`config.mk`:
```
export PLATFORM = sky130hd
export DESIGN_NAME = seq_delay_monitor
export DESIGN_NICKNAME = d
export VERILOG_FILES = /design/src/rtl/seq_delay_monitor_pkg.sv /design/src/rtl/seq_delay_monitor_sat_counter.sv /design/src/rtl/seq_delay_monitor.sv
export SDC_FILE = /design/constraint.sdc
export NUM_CORES = 1
export LEC_CHECK = 0
export CAP_MARGIN = 20
export CORE_UTILIZATION = 61
export CTS_CLUSTER_DIAMETER = 30
export DETAILED_ROUTE_END_ITERATION = 8
export DONT_BUFFER_PORTS = 1
export PLACE_DENSITY = 0.77
export SLEW_MARGIN = 20
export SYNTH_ARGS = -nofsm -noshare
export SYNTH_HDL_FRONTEND = slang
export SYNTH_SLANG_ARGS = --single-unit
export TNS_END_PERCENT = 50
```
`constraint.sdc`:
```
create_clock -name clk -period 5.3 [get_ports clk]
set_input_delay 1.06 -clock clk [delete_from_list [all_inputs] [get_ports clk]]
set_output_delay 1.06 -clock clk [all_outputs]
set_load 0.02 [all_outputs]
```
`src/rtl/seq_delay_monitor_pkg.sv`:
```
// Shared types and default parameters for the a-before-b delay monitor.
package seq_mon_pkg;

    // Outcome of the check evaluated on a single clock edge.
    typedef enum logic [1:0] {
        RES_NONE,
        RES_PASS,
        RES_FAIL
    } check_res_t;

    localparam int DEFAULT_DELAY = 2;
    localparam int DEFAULT_CW    = 16;
    localparam int DEFAULT_TW    = 32;

endpackage

```
`src/rtl/seq_delay_monitor_sat_counter.sv`:
```
// Saturating up-counter with synchronous clear; holds at all-ones.
module sat_counter #(
    parameter int W = 16
) (
    input  logic         clk,
    input  logic         rst,
    input  logic         inc,
    input  logic         clr,
    output logic [W-1:0] cnt
);

    localparam logic [W-1:0] CNT_MAX = {W{1'b1}};
    localparam logic [W-1:0] CNT_ONE = {{(W-1){1'b0}}, 1'b1};

    logic [W-1:0] cnt_reg;

    // Count events, stopping at the maximum value instead of wrapping.
    always_ff @(posedge clk) begin
        if (rst) begin
            cnt_reg <= '0;
        end else if (clr) begin
            cnt_reg <= '0;
        end else if (inc && (cnt_reg != CNT_MAX)) begin
            cnt_reg <= cnt_reg + CNT_ONE;
        end
    end

    assign cnt = cnt_reg;

endmodule

```
`src/rtl/seq_delay_monitor.sv`:
```
// Always-on checker for "b high implies a was high DELAY cycles earlier".
// Reports per-event pulses, saturating counts, a sticky error and the
// cycle index of the first failure.
module seq_delay_monitor
    import seq_mon_pkg::*;
#(
    parameter int DELAY = DEFAULT_DELAY,
    parameter int CW    = DEFAULT_CW,
    parameter int TW    = DEFAULT_TW
) (
    input  logic          clk,
    input  logic          rst,
    input  logic          en,
    input  logic          clr,
    input  logic          a,
    input  logic          b,
    output logic          pass_pulse,
    output logic          fail_pulse,
    output logic [CW-1:0] pass_cnt,
    output logic [CW-1:0] fail_cnt,
    output logic          err_sticky,
    output logic [TW-1:0] first_fail_time
);

    // Warm-up counter only needs to reach DELAY.
    localparam int WW = $clog2(DELAY + 1);
    localparam logic [WW-1:0] WARM_DONE = WW'(DELAY);
    localparam logic [WW-1:0] WARM_ONE  = {{(WW-1){1'b0}}, 1'b1};
    localparam logic [TW-1:0] CYC_ONE   = {{(TW-1){1'b0}}, 1'b1};

    logic [DELAY-1:0] hist_reg;
    logic [DELAY-1:0] hist_next;
    logic [WW-1:0]    warm_reg;
    logic [TW-1:0]    cyc_cnt_reg;
    logic             hist_valid;
    check_res_t       res;
    logic             pass_evt;
    logic             fail_evt;
    logic             pass_pulse_reg;
    logic             fail_pulse_reg;
    logic             err_sticky_reg;
    logic [TW-1:0]    first_fail_time_reg;

    // Bit 0 takes the newest a; the top bit holds a from DELAY edges ago.
    assign hist_next[0] = a;
    generate
        for (genvar gi = 1; gi < DELAY; gi++) begin : g_hist
            assign hist_next[gi] = hist_reg[gi-1];
        end
    endgenerate

    // History, warm-up and cycle index advance on every edge, independent of en/clr.
    always_ff @(posedge clk) begin
        if (rst) begin
            hist_reg    <= '0;
            warm_reg    <= '0;
            cyc_cnt_reg <= '0;
        end else begin
            hist_reg    <= hist_next;
            cyc_cnt_reg <= cyc_cnt_reg + CYC_ONE;
            if (warm_reg != WARM_DONE) begin
                warm_reg <= warm_reg + WARM_ONE;
            end
        end
    end

    assign hist_valid = (warm_reg == WARM_DONE);

    // Evaluate this edge's check; a clear on the same edge swallows the event.
    always_comb begin
        res = RES_NONE;
        if (b && en && hist_valid) begin
            res = hist_reg[DELAY-1] ? RES_PASS : RES_FAIL;
        end
        pass_evt = (res == RES_PASS) && !clr;
        fail_evt = (res == RES_FAIL) && !clr;
    end

    // Registered one-cycle result pulses.
    always_ff @(posedge clk) begin
        if (rst) begin
            pass_pulse_reg <= 1'b0;
            fail_pulse_reg <= 1'b0;
        end else begin
            pass_pulse_reg <= pass_evt;
            fail_pulse_reg <= fail_evt;
        end
    end

    // Sticky error flag and timestamp of the first failure since rst/clr.
    always_ff @(posedge clk) begin
        if (rst || clr) begin
            err_sticky_reg      <= 1'b0;
            first_fail_time_reg <= '0;
        end else if (fail_evt && !err_sticky_reg) begin
            err_sticky_reg      <= 1'b1;
            first_fail_time_reg <= cyc_cnt_reg;
        end
    end

    sat_counter #(.W(CW)) u_pass_cnt (
        .clk (clk),
        .rst (rst),
        .inc (pass_evt),
        .clr (clr),
        .cnt (pass_cnt)
    );

    sat_counter #(.W(CW)) u_fail_cnt (
        .clk (clk),
        .rst (rst),
        .inc (fail_evt),
        .clr (clr),
        .cnt (fail_cnt)
    );

    assign pass_pulse      = pass_pulse_reg;
    assign fail_pulse      = fail_pulse_reg;
    assign err_sticky      = err_sticky_reg;
    assign first_fail_time = first_fail_time_reg;

endmodule
```
==> impl_metrics.env <==
export IMPL_fillers=593
export IMPL_worstMarginPinSlew_ns=0.740
export IMPL_ant_nets=0
export IMPL_cpMostUsedCell="or4_1"
export IMPL_cts_buffers=9
export IMPL_clockBufferDepth=2
export IMPL_cts_root_buf="clkbuf_8"
export IMPL_grt_pass1_wl_mm=15.1
export IMPL_path_cells="ha_1 > nand4_2 > or4_1 > or4_1 > a21oi_1"
export IMPL_hpwlAfterDp_mm=6.18
export IMPL_layout_drive_gt1_share_pct=5.58
export IMPL_antenna_found_initial=1
export IMPL_slowest_delay_ns=0.79
export IMPL_cts_setup_buffers=0
export IMPL_layout_area_seq_um2=2060
export IMPL_cts_resized=0
export IMPL_critPathLaunchType="flop"
export IMPL_holdPathStages=1
export IMPL_arrival_ns=2.80
export IMPL_pre_cts_slack_ns=2.63
export IMPL_crit_reg2reg_launch="cyc_cnt_reg[0]"
export IMPL_die_w_um=87.7
export IMPL_crit_path_end_kind="flop"
export IMPL_io_buffers=0
export IMPL_rsz0062_at_grt="no"
export IMPL_clock_sinks=103
export IMPL_synth_seq_area_share_pct=46.0
export IMPL_finalMaxSlewViolations=0
export IMPL_hp_class="reg -> reg"
export IMPL_dp_cells=601
export IMPL_finalClockSkew_ns=0.00769
export IMPL_setup_tns_final_ns=0
export IMPL_syn_num_nets=548
export IMPL_crit_path_top_delay_cell="or4_1"
export IMPL_yosysWarnings=0
export IMPL_period_share_pct=47.3
export IMPL_outcome="complete, no violations"
export IMPL_vdd_drop_max_v=0.000153
export IMPL_drt_iter0_drc=148
export IMPL_crit_type="reg -> reg"
export IMPL_syn_cell_area_um2=4480
export IMPL_rows=30
export IMPL_clk_latency_ns=0.36
export IMPL_drv_cap=0
export IMPL_gr_usage_all_layers_pct=24.5
export IMPL_area_delta_synth_final_pct=5.06
export IMPL_die_area_um2=7690
export IMPL_routed_wl_mm=9.21
export IMPL_viasPerCell=6.19
export IMPL_layout_cells_non_filler=616
export IMPL_yosysUniqueCellTypes=42
export IMPL_finalSetupViolCount=0
export IMPL_core_area_um2=6940
export IMPL_p_per_area_nw_per_um2=291
export IMPL_synth_top_area_share_pct=46.0
export IMPL_crit_fanout=17
export IMPL_first_global_vias=3370
export IMPL_vias=3816
export IMPL_timing_rr_end="cyc_cnt_reg[22]"
export IMPL_cts_reportedPaths_clkPinSlew_ns=0.09
export IMPL_reg2regPathDepth=5
export IMPL_hold_viol_final=0
export IMPL_post_route_min_period_ns=2.51
export IMPL_fp_dieH_um=87.7
export IMPL_synth_area_leaders="dfxtp_1 (46%), a21oi_1 (8.5%), nand2_1 (7.3%), or4_1 (4.5%), o31ai_1 (4.2%)"
export IMPL_fin_total_pwr_mw=1.37
export IMPL_min_to="hist_reg[1]"
export IMPL_synthCells=538
export IMPL_hold_start="hist_reg[0]"
export IMPL_syn_area_per_cell_um2=8.32
export IMPL_drt_pass1_iter_count=5
export IMPL_grt_max_degree=62
export IMPL_yosysTopAreaCell="dfxtp_1"
export IMPL_cts_hold_buf=0
export IMPL_multi_input_area_um2=2260
export IMPL_power_static_leakage_nw=1.37
export IMPL_final_nets=526
export IMPL_routabilityCongestion=0.772
export IMPL_pin_count=73
export IMPL_cts_tree="done"
export IMPL_hold_ws_ns=0.454
export IMPL_cts_max_level=3
export IMPL_rrSetupSlack_ns=2.79
export IMPL_maxSlewHeadroom_pct=50.3
export IMPL_fmax_mhz=399
export IMPL_cp_required_ns=5.59
export IMPL_grt_overflow=0
export IMPL_initial_core_util_pct=64.5
export IMPL_synth_seq_cells=103
export IMPL_drc=0
export IMPL_wire_per_inst_um=15.0
export IMPL_n_antenna_cell=0
export IMPL_setup_ws_ns=2.79
-- Yosys cell counts (all sizes together) --
library cell and instances:
a21oi 76, and2 3, and3 5, and3b 1
and4 6, and4b 1, buf 4, clkbuf 31
dfxtp 103, ha 4, inv 10, mux2 1
mux2i 2, nand2 87, nand2b 2, nand3 17
nand4 21, nand4b 1, nor2 24, nor2b 4
nor3 9, nor3b 3, nor4 7, o21a 5
o21ai 15, o21bai 1, o311ai 2, o31a 1
o31ai 25, o41ai 4, or2 3, or3 19
or4 27, or4b 2, xnor2 9, xor2 3
-- cells by family (layout without fill, tap and decap cells) --
| family | after synthesis | count (layout) | share of synthesized area (%) |
|---|---|---|---|
| xor gates and xnor gates | 12 | 12 | 2.35 |
| buffers and inverters | 45 | 27 | 4.05 |
| muxes | 3 | 3 | 0.699 |
| AOI/OAI and AO/OA | 129 | 129 | 16.7 |
| adders and majority gates | 4 | 4 | 1.12 |
| DFF | 103 | 103 | 46.0 |
| and+or+nand+nor | 242 | 242 | 29.0 |
-- power breakdown --
group	switching, mW	internal (mW)	leakage, nW	total [mW]
registers	0.00941	0.784	0.831	0.793
clock network	0.245	0.275	0.109	0.520
logic	0.0378	0.0193	0.428	0.0571
total	0.292	1.08	1.37	1.37
-- stage by stage --
stage	utilization (%)	cell area, µm²
global placement	64.5	4480
floorplan	-	4480
finish	67.7	4700
global route	67.7	4700
CTS	67.7	4700
detailed placement	64.6	4490
-- placed cells by master (no fill, tap or decap), types with 6 or more instances in the layout --
cell type / count
nor2_1: 24
clkbuf_8: 10
or3_1: 17
inv_1: 10
xnor2_1: 9
nand3_1: 17
nand2_1: 87
o31ai_1: 25
nor3_1: 8
nand4_1: 19
dfxtp_1: 103
o21ai_0: 15
and4_1: 6
or4_1: 27
a21oi_1: 76
-- cell type report --
| class | count | share of cell area, % |
|---|---|---|
| sequential | 103 | 43.8 |
| tap | 96 | 2.55 |
| clock buffer | 11 | 3.01 |
| clock inverter | 4 | 1.49 |
| timing repair buffer | 2 | 0.319 |
| multi-input combinational | 390 | 48.0 |
| inverter | 10 | 0.798 |
-- worst max-delay path, delay by kind of cell (launching register included) --
family / cells / cell delay, ns
flip-flops: 1 / 0.44
adder cells (fa/ha/maj): 1 / 0.26
AND/OR/NAND/NOR: 3 / 1.57
AO/OA/AOI/OAI: 1 / 0.15
-- metal layers --
metal / up-vias / GRT usage (%) / wire (µm)
met5: - / 0 / 13
met1: 1782 / 30.5 / 4040
met3: 14 / 6.41 / 592
met2: 105 / 41.8 / 4460
met4: 2 / 7.00 / 103
li1: 1913 / - / -
-- worst max-delay path by stage --
stage                    from                 to  cells past startpoint
6_report       cyc_cnt_reg[0]    cyc_cnt_reg[22]                      5
5_1_grt        cyc_cnt_reg[0]    cyc_cnt_reg[20]                      5
4_1_cts        cyc_cnt_reg[0]    cyc_cnt_reg[22]                      5
3_5_place_dp               en  u_fail_cnt.cnt[9]                      4
3_3_place_gp               en  u_fail_cnt.cnt[9]                      4
2_1_floorplan              en  u_fail_cnt.cnt[9]                      5
No activity file was read; power rests on OpenSTA's default activity.
